### config.mk
export PLATFORM = sky130hd
export DESIGN_NAME = program_loader
export DESIGN_NICKNAME = d
export VERILOG_FILES = /design/src/rtl/program_loader.sv
export SDC_FILE = /design/constraint.sdc
export NUM_CORES = 1
export LEC_CHECK = 0
export CAP_MARGIN = 20
export CORE_UTILIZATION = 50
export CTS_CLUSTER_SIZE = 24
export DETAILED_ROUTE_END_ITERATION = 12
export PLACE_DENSITY = 0.79
export REMOVE_ABC_BUFFERS = 1
export SYNTH_ARGS = -nofsm -noshare
export SYNTH_HDL_FRONTEND = slang
export SYNTH_SLANG_ARGS = --single-unit
### constraint.sdc
create_clock -name clk -period 6 [get_ports clk]
set_input_delay 0.6 -clock clk [delete_from_list [all_inputs] [get_ports clk]]
set_output_delay 0.6 -clock clk [all_outputs]
set_load 0.005 [all_outputs]
### src/rtl/program_loader.sv
// Boot loader: receives a length-prefixed, XOR-checksummed byte stream, packs it into
// 32-bit words, writes them to instruction memory from word 0 and releases the core's
// reset only after the whole program has been written and its checksum matches.
module program_loader #(
  parameter int unsigned ADDR_W = 8,
  parameter int unsigned DEPTH  = 256
) (
  input  logic              clk,
  input  logic              rst,
  input  logic              start,
  input  logic              in_valid,
  input  logic [7:0]        in_data,
  output logic              in_ready,
  output logic              mem_we,
  output logic [ADDR_W-1:0] mem_addr,
  output logic [31:0]       mem_wdata,
  output logic              cpu_rst,
  output logic              done,
  output logic              error
);

  // One extra bit so the index can reach DEPTH without wrapping into address 0.
  localparam int unsigned IdxW = ADDR_W + 1;

  typedef enum logic [2:0] {
    StIdle,
    StLenHi,
    StLenLo,
    StData,
    StWrite,
    StCheck,
    StDone,
    StErr
  } state_e;

  state_e            state_q, state_d;
  logic [15:0]       len_q, len_d;
  logic [1:0]        byte_cnt_q, byte_cnt_d;
  logic [IdxW-1:0]   word_idx_q, word_idx_d;
  logic [7:0]        csum_q, csum_d;
  logic              we_q, we_d;
  logic [ADDR_W-1:0] addr_q, addr_d;
  logic [31:0]       wdata_q, wdata_d;
  logic              cpu_rst_q, cpu_rst_d;
  logic              done_q, done_d;
  logic              error_q, error_d;

  logic              xfer;
  logic              last_word;

  // Stream is accepted only in the states that consume a byte.
  always_comb begin
    in_ready = 1'b0;
    unique case (state_q)
      StLenHi, StLenLo, StData, StCheck: in_ready = 1'b1;
      default:                           in_ready = 1'b0;
    endcase
  end

  assign xfer      = in_valid && in_ready;
  assign last_word = (16'(word_idx_q) == (len_q - 16'd1));

  // Next-state logic; all outputs except in_ready are computed here and registered.
  always_comb begin
    state_d    = state_q;
    len_d      = len_q;
    byte_cnt_d = byte_cnt_q;
    word_idx_d = word_idx_q;
    csum_d     = csum_q;
    we_d       = 1'b0;
    addr_d     = addr_q;
    wdata_d    = wdata_q;
    cpu_rst_d  = cpu_rst_q;
    done_d     = done_q;
    error_d    = error_q;

    unique case (state_q)
      StIdle: begin
        state_d = StLenHi;
      end

      StLenHi: begin
        if (xfer) begin
          len_d   = {in_data, len_q[7:0]};
          state_d = StLenLo;
        end
      end

      StLenLo: begin
        if (xfer) begin
          len_d = {len_q[15:8], in_data};
          if ((len_d == 16'd0) || (32'(len_d) > DEPTH)) begin
            state_d = StErr;
            error_d = 1'b1;
          end else begin
            state_d = StData;
          end
        end
      end

      StData: begin
        if (xfer) begin
          // Earlier bytes move up, so the first byte of a word ends in bits [31:24].
          wdata_d    = {wdata_q[23:0], in_data};
          csum_d     = csum_q ^ in_data;
          byte_cnt_d = byte_cnt_q + 2'd1;
          if (byte_cnt_q == 2'd3) begin
            state_d = StWrite;
            we_d    = 1'b1;
            addr_d  = word_idx_q[ADDR_W-1:0];
          end
        end
      end

      StWrite: begin
        word_idx_d = word_idx_q + IdxW'(1);
        state_d    = last_word ? StCheck : StData;
      end

      StCheck: begin
        if (xfer) begin
          if (in_data == csum_q) begin
            state_d   = StDone;
            done_d    = 1'b1;
            cpu_rst_d = 1'b0;
          end else begin
            state_d = StErr;
            error_d = 1'b1;
          end
        end
      end

      StDone, StErr: begin
        if (start) begin
          state_d    = StLenHi;
          cpu_rst_d  = 1'b1;
          done_d     = 1'b0;
          error_d    = 1'b0;
          word_idx_d = '0;
          byte_cnt_d = '0;
          csum_d     = '0;
        end
      end

      default: begin
        state_d = StIdle;
      end
    endcase
  end

  // State and output registers; reset drops the write strobe and holds the core in reset.
  always_ff @(posedge clk or negedge rst) begin
    if (!rst) begin
      state_q    <= StIdle;
      len_q      <= '0;
      byte_cnt_q <= '0;
      word_idx_q <= '0;
      csum_q     <= '0;
      we_q       <= 1'b0;
      addr_q     <= '0;
      wdata_q    <= '0;
      cpu_rst_q  <= 1'b1;
      done_q     <= 1'b0;
      error_q    <= 1'b0;
    end else begin
      state_q    <= state_d;
      len_q      <= len_d;
      byte_cnt_q <= byte_cnt_d;
      word_idx_q <= word_idx_d;
      csum_q     <= csum_d;
      we_q       <= we_d;
      addr_q     <= addr_d;
      wdata_q    <= wdata_d;
      cpu_rst_q  <= cpu_rst_d;
      done_q     <= done_d;
      error_q    <= error_d;
    end
  end

  assign mem_we    = we_q;
  assign mem_addr  = addr_q;
  assign mem_wdata = wdata_q;
  assign cpu_rst   = cpu_rst_q;
  assign done      = done_q;
  assign error     = error_q;

endmodule

==> results of run 1 <==
## registers in the layout, summed over array words and instances (netlist names)
name / flops
mem_wdata: 32
error: 1
byte_cnt_q: 2
cpu_rst: 1
len_q: 16
mem_we: 1
word_idx_q: 9
done: 1
mem_addr: 8
csum_q: 8
state_q: 3
## how the worst min path moves through the flow
| stage | cells past startpoint | end | slack, ps |
|---|---|---|---|
| 2_1_floorplan | 0 | byte_cnt_q[0] | 300 |
| 3_3_place_gp | 2 | mem_wdata[25] | 460 |
| 3_5_place_dp | 2 | mem_wdata[26] | 470 |
| 4_1_cts | 1 | mem_wdata[27] | 450 |
| 5_1_grt | 1 | mem_wdata[21] | 60 |
| 6_report | 1 | mem_wdata[21] | 60 |
## routing by layer
| layer | vias to the layer above | GRT usage [%] | wire (um) |
|---|---|---|---|
| met2 | 89 | 35.31 | 4124 |
| li1 | 1512 | - | - |
| met5 | - | 0 | 0 |
| met1 | 1513 | 29.89 | 3766 |
| met4 | 0 | 9.140 | 213 |
| met3 | 19 | 3.892 | 365 |
## final cells by class
class,instances,area share [%]
Clock buffer,9,2.596
Clock inverter,7,2.151
Inverter,12,0.9441
Multi-Input combinational cell,302,35.77
Sequential cell,82,43.04
Tap cell,99,2.596
Timing Repair Buffer,61,12.90
## through the flow
step,total power [uW],area [sq um]
after detailed placement,1910,4509
after global placement,1868,4509
after CTS,2368,4736
final,2361,4771
after floorplan,1478,3802
after global routing,2528,4771
## cell families (layout without fill, tap and decap cells)
| family | count (synthesis) | in the layout | share of synthesized area [%] |
|---|---|---|---|
| compound gates | 64 | 64 | 9.916 |
| flops | 82 | 82 | 53.00 |
| xor+xnor | 22 | 22 | 5.329 |
| mux | 20 | 20 | 5.749 |
| fa+ha+maj | 3 | 3 | 0.9691 |
| buf+inv | 29 | 89 | 3.004 |
| simple gates | 193 | 193 | 22.03 |
## cells in the final DEF, fill, tap and decap left out, drive strengths merged, types with 10 or more instances in the layout
master           n
o21ai           31
mux2            18
nor2            12
dfrtp           81
a21oi           12
xnor2           17
clkdlybuf4s50   55
clkbuf          10
inv             13
nand2          132
## report_power, final
group	switching [uW]	internal, uW	leakage [uW]
sequential	241	771	0.00105
clock	209	239	0.000115
combinational	411	490	0.00103
total	861	1500	0.00219
## worst reg2reg max path, delay by kind of cell (launching register included)
kind / cells / cell delay [ps]
compound gates: 3 / 700
flops: 1 / 470
simple gates: 3 / 1210
==> reports/qor.csv, run 1 <==
metric,value,unit
kind of cell adding the most delay to the critical path,simple AND/OR/NAND/NOR gates,
WHS,64.25,ps
crit path time final,2501,ps
Final ANT Viol Nets,0,
Row Count,31,
Critical Path AT,2720,ps
Worst Path Required,6220,ps
global-route wire length before repair,14.41,mm
Synth Flop Type,dfrtp_1,
Die Area,8104,sq um
Clock Pin Slew Worst Setup and Hold Paths,90,ps
antenna violations before repair,0,
status,"complete, no violations",
CTS resizes,0,
dpl hpwl,5.691,mm
Final Instance Count excl. Fillers,572,
CTS Hold Bufs,0,
Initial DRC Count,272,
placed cell count,554,
vias in the first global route,3020,
area of the multi-input gates,1707,sq um
Fillers,582,
CP peak stage delay,570,ps
Synth top area share,52.33,%
Post-Route WL,8.470,mm
slowest CP cell,or4_4,
CORE AREA,7370,sq um
Crit Reg-Reg Endpoint,state_q[1],
YS warnings,0,
largest area contributor in the netlist,dfrtp_1,
largest net degree at the start of global routing,83,
gpl congestion,0.8868,
H-tree depth,3,
layout overhead on the synthesized area,23.16,%
Die Width,90.02,um
Max clock buf depth,2,
die height,90.02,um
Layout Nets,483,
Startpoint Class,flop,
Worst R2R Setup Slack,3500,ps
DR vias,3133,
worst setup margin,3499,ps
Num CTS Buffers,9,
Root Driver,clkbuf_8,
I/O pin count,57,
max cap viols,0,
n_diodes,0,
Leak Pwr,0.002187,uW
clk_lat worst skew,350,ps
R2R Path Start,len_q[3],
DRC Markers,0,
critical-path maximum fanout,8,
Max VDD drop,0.0002491,V
setup-violating endpoint count in the final report,0,
# port buffers,56,
synth cell count leaders,"nand2_1, dfrtp_1, o21ai_0",
Synth area leaders,"dfrtp_1, nand2_1, mux2_2",
syn_area_per_cell,9.379,sq um
"FFs w/ async S/R, synth",100.0,%
CP bufs+invs,0,
"Worst Path Class, Setup",reg -> reg,
DR WL/cell,14.81,um
Place WS,3314,ps
Starting Density,52.56,%
sequential share of the synthesized area,53.00,%
Critical Path End Type,flop,
critical path depth,6,
RSZ-0062 raised after global routing,false,
area occupied by registers,2053,sq um
clk_skew,10.60,ps
period utilisation layout,41.69,%
most frequent cell after synthesis,nand2_1,
Slew @ Worst Pin,649.4,ps
Setup TNS,0,ps
Clock Sinks,82,
crit path from,len_q[3],
"Core Util, Final",64.74,%
FF-to-FF path depth,6,
gr usage total,22.11,%
Power Density,494.9,nW/um^2
Rel. slew slack,56.31,%
TritonCTS clock tree,built,
fraction of final layout cells sized beyond drive strength 1,9.514,%
HP Class,in -> async,
fmax,0.3998,GHz
setup bufs post-CTS,0,
Final Hold Viols,0,
critical path cell sequence,"or4_4, or3_1, o211a_1, a2111oi_0, and4_1, o21ai_0",
post-synthesis cell area,3874,sq um
Yosys reg bits,82,
drt via density,5.477,
Detailed Routing Iterations Pass 1,4,
Cells after Synth,413,
end point of the critical path,state_q[1],
grt ovf,0,
Unique masters post-synth,46,
"EDFF count, synth",0,
final slew viol count,0,
No activity file was read; power rests on OpenSTA's default activity.
==> run 2: changes to the inputs <==
--- a/config.mk
+++ b/config.mk
@@ -6,10 +6,10 @@
 export NUM_CORES = 1
 export LEC_CHECK = 0
 export CAP_MARGIN = 20
-export CORE_UTILIZATION = 50
+export CORE_UTILIZATION = 49
 export CTS_CLUSTER_SIZE = 24
 export DETAILED_ROUTE_END_ITERATION = 12
-export PLACE_DENSITY = 0.79
+export PLACE_DENSITY = 0.81
 export REMOVE_ABC_BUFFERS = 1
 export SYNTH_ARGS = -nofsm -noshare
 export SYNTH_HDL_FRONTEND = slang
==> constraint.sdc (replaced) <==
create_clock -name clk -period 2.1 [get_ports clk]
set_input_delay 0.21 -clock clk [delete_from_list [all_inputs] [get_ports clk]]
set_output_delay 0.21 -clock clk [all_outputs]
set_load 0.005 [all_outputs]
==> run 2 against run 1 <==
Compared with the run above:
- the run now ends with DRC, setup timing left
- clock skew grew 0.80 ps
- utilization grew 1.4 points
- critical endpoint is now state_q[2]
- sequential power grew to 2.7 times the previous value
- largest cell class unchanged
- combinational power grew to 3.5 times the previous value
- sequential cell count is the same
- clock power grew to 3.0 times the previous value
==> reports/qor.csv, run 2 (synthesized netlist as in run 1, its figures left out) <==
metric,value,unit,change
Startpoint Class,flop,,unchanged
critical path cell sequence,"buf_6, nor4_4, buf_4, nand3_2, o32a_1, a2111oi_4, and4_1, a21o_1",,"was or4_4, or3_1, o211a_1, a2111oi_0, and4_1, o21ai_0"
fmax,0.4689,GHz,was 0.3998 GHz
die height,90.92,um,was 90.02 um
n_diodes,0,,unchanged
Final ANT Viol Nets,0,,unchanged
Num CTS Buffers,9,,unchanged
Clock Pin Slew Worst Setup and Hold Paths,90,ps,about the same
# port buffers,56,,unchanged
DR vias,3297,,"was 3,133"
worst setup margin,-32.77,ps,was 3499 ps
area of the multi-input gates,1765,sq um,was 1707 sq um
Starting Density,50.39,%,was 52.56%
Post-Route WL,8.936,mm,was 8.470 mm
crit path time final,2133,ps,was 2501 ps
area occupied by registers,2053,sq um,unchanged
final slew viol count,0,,unchanged
slowest CP cell,dfrtp_1,,was or4_4
Initial DRC Count,244,,was 272
DRC Markers,1,,was 0
Die Area,8266,sq um,was 8104 sq um
clk_lat worst skew,350,ps,about the same
Place WS,-296.6,ps,was 3314 ps
Final Hold Viols,0,,unchanged
global-route wire length before repair,14.94,mm,was 14.41 mm
Detailed Routing Iterations Pass 1,9,,was 4
max cap viols,0,,unchanged
"commonest non-fill, non-tap cell in the layout",nand2_1,,unchanged
dpl hpwl,6.201,mm,was 5.691 mm
vias in the first global route,3115,,"was 3,020"
period utilisation layout,101.6,%,was 41.69%
grt ovf,0,,unchanged
Max VDD drop,0.0008643,V,was 0.0002491 V
antenna violations before repair,0,,unchanged
Post-DP Area,4756,sq um,was 4509 sq um
TritonCTS clock tree,built,,unchanged
Root Driver,clkbuf_8,,unchanged
CP peak stage delay,410,ps,was 570 ps
layout overhead on the synthesized area,31.23,%,was 23.16%
Row Count,32,,was 31
"Worst Path Class, Setup",reg -> reg,,unchanged
Slew @ Worst Pin,533.4,ps,was 649.4 ps
Rel. slew slack,64.44,%,was 56.31%
clk_skew,11.40,ps,was 10.60 ps
fin area,5084,sq um,was 4771 sq um
Clock Sinks,82,,unchanged
Power Density,1420,nW/um^2,was 494.9 nW/um^2
status,"complete, but fails checks",,"was complete, no violations"
Max clock buf depth,2,,unchanged
Final Instance Count excl. Fillers,606,,was 572
setup-violating endpoint count in the final report,2,,was 0
critical-path maximum fanout,3,,was 8
Pwr Total,7219,uW,was 2361 uW
Leak Pwr,0.002342,uW,was 0.002187 uW
Worst Path Required,2390,ps,was 6220 ps
Fillers,613,,was 582
largest net degree at the start of global routing,43,,was 83
placed cell count,586,,was 554
DR WL/cell,14.75,um,was 14.81 um
Layout Nets,514,,was 483
drt via density,5.441,,was 5.477
CORE AREA,7687,sq um,was 7370 sq um
I/O pin count,57,,unchanged
gpl congestion,0.9208,,was 0.8868
Critical Path AT,2430,ps,was 2720 ps
most frequent cells in the layout,"nand2_1, dfrtp_1, clkdlybuf4s50_1",,unchanged
fraction of final layout cells sized beyond drive strength 1,16.27,%,was 9.514%
Die Width,90.92,um,was 90.02 um
H-tree depth,3,,unchanged
RSZ-0062 raised after global routing,true,,was false
gr usage total,22.70,%,was 22.11%
max FFs per register,32,,unchanged
Critical Path End Type,flop,,unchanged
HP Class,in -> async,,unchanged
violated checks,"DRC, setup timing",,
[run 2: cell types whose count changed in the layout (fill, tap and decap cells not counted), moves of 3 or more]
cell and delta:
inv_6 +3, buf_4 +28, o21ai_0 -3, o21ai_1 +3, clkinv_4 -3
[run 2: worst max-delay path: cells and delay by family, from the launching register on]
kind,cells,cell delay [ps]
AO/OA/AOI/OAI,3,800
buffers and inverters,2,290
flip-flops,1,410
AND/OR/NAND/NOR,3,570
[run 2: power breakdown]
group          switching [uW]  internal [uW]  leakage [uW]
logic                    1470           1700       0.00118
registers                 522           2200       0.00105
clock network             631            691      0.000113
[run 2: cell type report]
cell class                      count  share of cell area, %
Inverter                           12                 0.8860
Tap cell                          102                  2.510
Multi-Input combinational cell    302                  34.73
Clock inverter                      7                  2.067
Sequential cell                    82                  40.39
Timing Repair Buffer               92                  16.98
Clock buffer                        9                  2.437
[run 2: path summary, 6_finish.rpt]
path | from | end | slack [ps] | cells past startpoint
hold reg to reg | mem_wdata[30] | mem_wdata[30] | 480 | 2
setup reg to reg | len_q[6] | state_q[2] | -30 | 8
min in group clk | mem_wdata[30] | mem_wdata[30] | 480 | 2
max in group asynchronous | rst | cpu_rst | 1010 | 3
hold / removal | rst | mem_wdata[14] | 420 | 2
setup / recovery | len_q[6] | state_q[2] | -30 | 8
[run 2: stage by stage]
step / TNS (ps) / utilization (%) / hold WS (ps)
floorplan: -5928 / - / -85.59
global placement: -477.9 / 61.87 / 220.8
detailed placement: -559.8 / 61.87 / 230.9
CTS: -128.0 / 65.67 / 380.9
global route: -243.3 / 66.13 / 442.3
finish: -64.65 / 66.13 / 417.5
[run 2: per-layer routing]
layer / up-vias / track usage [%] / wire length [um]
li1: 1580 / - / -
met1: 1597 / 31.25 / 3937
met5: - / 0 / 0
met3: 15 / 3.704 / 442
met2: 105 / 36.05 / 4398
met4: 0 / 8.995 / 157
[run 2: what timing repair did]
action                                  CTS  global route
setup buffers                             3             1
endpoints found under the setup margin    2             2
gates resized for setup                   9             6
pin swaps                                 6             3
hold buffers                              1             0
endpoints found under the hold margin    41             0
